<file path="src/rtl/ttl_updown_counter.sv">
// Presettable synchronous up/down counter with programmable modulus and a cascade carry.
// State changes only while the supply pins are valid.
module ttl_updown_counter #(
    parameter int unsigned WIDTH   = 4,
    parameter int unsigned MODULUS = 2 ** WIDTH
) (
    input  logic             CLK,
    input  logic             CLR_N,
    input  logic             VCC,
    input  logic             GND,
    input  logic             LOAD_N,
    input  logic [WIDTH-1:0] D,
    input  logic             ENP,
    input  logic             ENT,
    input  logic             UP,
    output logic [WIDTH-1:0] Q,
    output logic             MAX_MIN,
    output logic             RCO
);

    localparam logic [WIDTH-1:0] MaxVal = WIDTH'(MODULUS - 1);
    localparam logic [WIDTH:0]   ModExt = (WIDTH + 1)'(MODULUS);

    logic             powered;
    logic             clr_gated_n;
    logic [WIDTH-1:0] q_d, q_q;

    assign powered = VCC & ~GND;
    // Clear reaches the register only while powered, so an unpowered device ignores it.
    assign clr_gated_n = CLR_N | ~powered;

    always_comb begin
        q_d = q_q;
        if (powered) begin
            if (!LOAD_N) begin
                q_d = ({1'b0, D} >= ModExt) ? MaxVal : D;
            end else if (ENP && ENT) begin
                if (UP) begin
                    q_d = (q_q == MaxVal) ? '0 : q_q + 1'b1;
                end else begin
                    q_d = (q_q == '0) ? MaxVal : q_q - 1'b1;
                end
            end
        end
    end

    always_ff @(posedge CLK or negedge clr_gated_n) begin
        if (!clr_gated_n) begin
            q_q <= '0;
        end else begin
            q_q <= q_d;
        end
    end

    assign Q       = q_q;
    assign MAX_MIN = UP ? (q_q == MaxVal) : (q_q == '0);
    assign RCO     = ENT & MAX_MIN;

endmodule

</file>
<file path="config.mk">
export PLATFORM = sky130hd
export DESIGN_NAME = ttl_updown_counter
export DESIGN_NICKNAME = d
export VERILOG_FILES = /design/src/rtl/ttl_updown_counter.sv
export SDC_FILE = /design/constraint.sdc
export NUM_CORES = 1
export LEC_CHECK = 0
export CAP_MARGIN = 20
export CORE_AREA = 2 2 39 41
export CTS_BUF_LIST = sky130_fd_sc_hd__clkbuf_2 sky130_fd_sc_hd__clkbuf_4 sky130_fd_sc_hd__clkbuf_8
export DETAILED_ROUTE_END_ITERATION = 10
export DIE_AREA = 0 0 41 43
export GPL_TIMING_DRIVEN = 0
export PLACE_DENSITY = 0.61
export REMOVE_ABC_BUFFERS = 1
export SETUP_SLACK_MARGIN = 0.4
export SLEW_MARGIN = 10
export SYNTH_ARGS = -nofsm -noshare
export SYNTH_HDL_FRONTEND = slang
export SYNTH_SLANG_ARGS = --single-unit
</file>
<file path="constraint.sdc">
create_clock -name CLK -period 3.85 [get_ports CLK]
set_input_delay 0.77 -clock CLK [delete_from_list [all_inputs] [get_ports CLK]]
set_output_delay 0.77 -clock CLK [all_outputs]
set_load 0.05 [all_outputs]
</file>
== Word level (Yosys, flattened, before mapping) ==
Index checks and enable logic that the tools add are counted.
W data, S select, Z words.

* Register bits after elaboration: 4
* Output and inout bits: 6
* Input bits: 12
* Logic and storage cells: 19

* Reduce and logical (&&, ||, !) cells: 3
* Eq/ne operators: 2
* Multiplexer cells: 6
* Add/sub/neg operators: 2
* Bitwise gates (word level): 5

{| class="wikitable"
|+ Operators with widths
! cell !! count
|-
| $mux W4 || 5
|-
| $add A4 B1 Y4 const B || 1
|-
| $eq A4 B4 Y1 const B || 1
|-
| $logic_not A4 Y1 || 1
|-
| $sub A4 B1 Y4 const B || 1
|-
| $and A1 B1 Y1 || 2
|-
| $ne A2 B1 Y1 const B || 1
|-
| $not A1 Y1 || 2
|-
| $reduce_and A2 Y1 || 1
|-
| $logic_and A1 B1 Y1 || 1
|-
| $mux W1 || 1
|-
| $or A1 B1 Y1 || 1
|}

== Depth between registers and ports, before layout ==
* Word-level depth: 5
* Gate-level depth with buffers: 6
* Depth with buffers taken out: 6

== Worst setup path before layout ==
OpenSTA, ideal clock, no wires.

* Kind: register to output
* From: register q_q[0], in the netlist Q[0]
* To: output port RCO
* Cell stages (with the launch flop): 6
* Data required time: 3080 ps
* Arrival time: 3272 ps
* Setup slack: -192 ps
* Buffers on the path: 0
* Path through: dfrtp_1 inv_1 ha_1 inv_1 o41ai_1 and2_1

* Word-level cells in the longest chain between the ends: 3

{| class="wikitable"
|+ Ends and longest elaborated chain
! what !! line !! RTL
|-
| start, declared || 26 || <nowiki>logic [WIDTH-1:0] q_d, q_q;</nowiki>
|-
| start signal, assigned || 51 || <nowiki>q_q <= q_d;</nowiki>
|-
| $eq A4 B4 Y1 or $logic_not A4 Y1 (tied branches) || 56 || <nowiki>assign MAX_MIN = UP ? (q_q == MaxVal) : (q_q == '0);</nowiki>
|-
| $mux W1 * || 56 ||
|-
| via MAX_MIN || 17 || <nowiki>output logic MAX_MIN,</nowiki>
|-
| $and A1 B1 Y1 * || 57 || <nowiki>assign RCO = ENT & MAX_MIN;</nowiki>
|-
| end, declared || 18 || <nowiki>output logic RCO</nowiki>
|}

The timed path passes the listed nets; every way through them passes the cells marked *.

== Worst setup path in the final report ==
* From: input port UP
* To: output port MAX_MIN

* Word-level cells in the longest chain between the ends: 1

{| class="wikitable"
|+ Ends and longest elaborated chain
! what !! line !! RTL
|-
| start, declared || 15 || <nowiki>input logic UP,</nowiki>
|-
| $mux W1 || 56 ||
|-
| end, declared || 17 ||
|}

No other way between the ends.

==> metrics.yaml <==
outcome: "finished clean"
finalNetCount: 76
rr_endpoint: "Q[3]"
report.final.slew_viol_count: 0
syn2layout_area_growth_pct: 56.89
min_period_ns: 3.346
endpoint: "MAX_MIN"
rows: 14
slowest_delay_ns: 0.88
relSlewSlack_pct: 66.47
route.detailed.drc: 0
insertion_delay_ns: 0.23
drive_gt1_share_pct: 13.33
critPathMaxFanout: 6
portBuffers: 17
die_y_um: 43
dieArea_um2: 1763
wl_um: 799
avgSynthCellArea_um2: 8.431
placed_cell_area_um2: 534.3
synth_seq_area_share_pct: 28.27
max_cap_viol_count: 0
cts_root_buffer: "clkbuf_4"
path_clk_slew_ns: 0.04
endpoint_kind: "output port"
clock-sinks: 4
die_w_um: 41
path_cells: "clkdlybuf4s50_1, o41ai_1, clkdlybuf4s50_1"
cp_top_family: "buffers and inverters"
io_pins: 18
cts_tree: "yes"
min_path_type: "register to register"
cp-start-kind: "input port"
antenna_cells: 0
power.total_w: 0.0002804
cpMostUsedCell: "clkdlybuf4s50_1"
globalRouteOverflowTotal: 0
worst_slack_ns: 0.5036
dr.pass1.iters: 4
rsz0062_at_grt: "false"
ctsHoldBuffers: 0
final_cell_area_um2: 555.5
viasPerCell: 4.789
clock_skew_ns: 0.001735
grt_max_degree: 9
setup_viol: 0
largest_reg_flops: 4
synth_seq_cells: 4
arrival_ns: 2.58
first_global_vias: 368
pwr_density_cell_nw_per_um2: 504.7
worst-r2r-setup-slack_ns: 2.32
tightest_slew_ns: 0.5014
core_area_um2: 1384
ys.warnings.count: 0
syn_inst: 42
grt_antenna_before_repair: 0
crit_slowest_cell: "clkdlybuf4s50_1"
numCtsBuffers: 3
rr_startpoint: "Q[0]"
wire_per_inst_um: 10.51
min_period_over_period_pct: 86.92
drt_iter0_drc: 8
cp.depth: 3
cts_buffer_depth: 2
critPathBufInv: 2
track_usage_pct: 12.22
fmax_mhz: 298.8
r2r_cells: 6
crit_type: "input port to output port"
startpoint: "UP"
grt_pass1_wl_mm: 1.476
dp_slack_ns: 0.3760
gp_congestion: 0.7535
vias: 364
start_util_pct: 25.59
ant_nets: 0
ir_drop_v: 0.0002321
p_leak_nw: 0.2369
cp_data_required_time_ns: 3.08
hold_viol: 0
htree_levels: 1
ys_types: 23
dpl.hpwl_um: 638
synth_area_um2: 354.1
## layout by cell type (no fill, tap or decap)
cell,count
nand2_1,3
o22ai_1,2
dfrtp_1,4
a21oi_1,6
clkdlybuf4s50_1,16
and2_1,1
o21bai_2,1
o21ai_0,1
dlygate4sd2_1,1
xnor2_1,1
nand4_1,1
a21oi_2,1
o311a_1,1
nor4_1,1
o311ai_2,1
or2_2,1
clkbuf_4,3
o41ai_1,1
mux2i_1,3
nand2b_1,1
ha_1,2
inv_1,5
nor2_1,2
a31o_2,1
## power by group
part	internal, W	switching (W)	leakage (nW)	total (W)
clock network	0.0000347	0.0000145	0.0138	0.0000492
logic	0.0000654	0.0000893	0.182	0.000155
registers	0.0000533	0.0000232	0.0410	0.0000764
total	0.000153	0.000127	0.237	0.000280
## cells in the mapped netlist
| library cell | n | area (um2) |
|---|---|---|
| nor4_1 | 1 | 6.260 |
| inv_1 | 5 | 18.77 |
| mux2i_1 | 3 | 30.03 |
| o21ai_0 | 1 | 5.000 |
| nand2_1 | 3 | 11.26 |
| buf_2 | 1 | 5.000 |
| xnor2_1 | 1 | 8.760 |
| nor2_1 | 2 | 7.510 |
| o21bai_2 | 1 | 11.26 |
| o22ai_1 | 2 | 12.51 |
| o311ai_2 | 1 | 16.27 |
| a21oi_1 | 6 | 30.03 |
| o41ai_1 | 1 | 8.760 |
| a31o_2 | 1 | 8.760 |
| or2_2 | 1 | 6.260 |
| o311a_1 | 1 | 10.01 |
| dfrtp_1 | 4 | 100.1 |
| nand2b_1 | 1 | 6.260 |
| nand4_1 | 1 | 6.260 |
| a21oi_2 | 1 | 8.760 |
| ha_1 | 2 | 25.02 |
| and2_1 | 1 | 6.260 |
| clkbuf_2 | 1 | 5.000 |
## repair_timing
item	in CTS	in global routing
gates resized for setup	1	0
buffers inserted	0	0
endpoints found under the setup margin	1	0
## layer usage
metal	wire length [um]	vias to the layer above	global-route usage, %
met5	0	-	0
met1	371	166	16.39
li1	-	188	-
met4	0	0	6.000
met3	23	0	3.141
met2	405	10	17.50
## worst min-delay path by stage
stage                       to  depth (start not counted)  slack [ns]  start
final                     Q[2]                          2        0.67   Q[2]
after global routing      Q[2]                          2        0.73   Q[2]
after CTS                 Q[2]                          2        0.68   Q[2]
after detailed placement  Q[2]                          2        0.66   Q[2]
after global placement    Q[2]                          2        0.68   Q[2]
after floorplan           Q[0]                          1        0.57  CLR_N
## kinds of logic (layout without fill, tap and decap cells)
kind of cell	after synthesis	in the layout	synth area share [%]
mux	3	3	8.481
xor+xnor	1	1	2.474
fa+ha+maj	2	2	7.066
buf+inv	7	25	8.125
simple gates	10	10	14.14
flops	4	4	28.27
compound gates	15	15	31.45
## area by class of cell
| type | count | area, um2 |
|---|---|---|
| Fill cell | 144 | 828.3 |
| Multi-Input combinational cell | 31 | 225.2 |
| Timing Repair Buffer | 17 | 168.9 |
| Sequential cell | 4 | 100.1 |
| Clock buffer | 3 | 22.52 |
| Tap cell | 16 | 20.02 |
| Inverter | 5 | 18.77 |
## worst register-to-register path, cell delays in order (launching register included)
cell and delay [ns]:
dfrtp_1 0.48, inv_1 0.10, ha_1 0.24, o21bai_2 0.19, a21oi_1 0.14, o311a_1 0.18
o22ai_1 0.08
## through the flow
stage	utilization, %	setup TNS, ns	std cells	hold slack (ns)
after global placement	38.61	0	73	0.6788
after floorplan	-	-0.1920	40	0.5737
after CTS	40.14	0	76	0.6767
final	40.14	0	76	0.6703
after detailed placement	38.61	0	73	0.6644
after global routing	40.14	0	76	0.7274
Note: power is estimated with default switching activity, not from simulation.
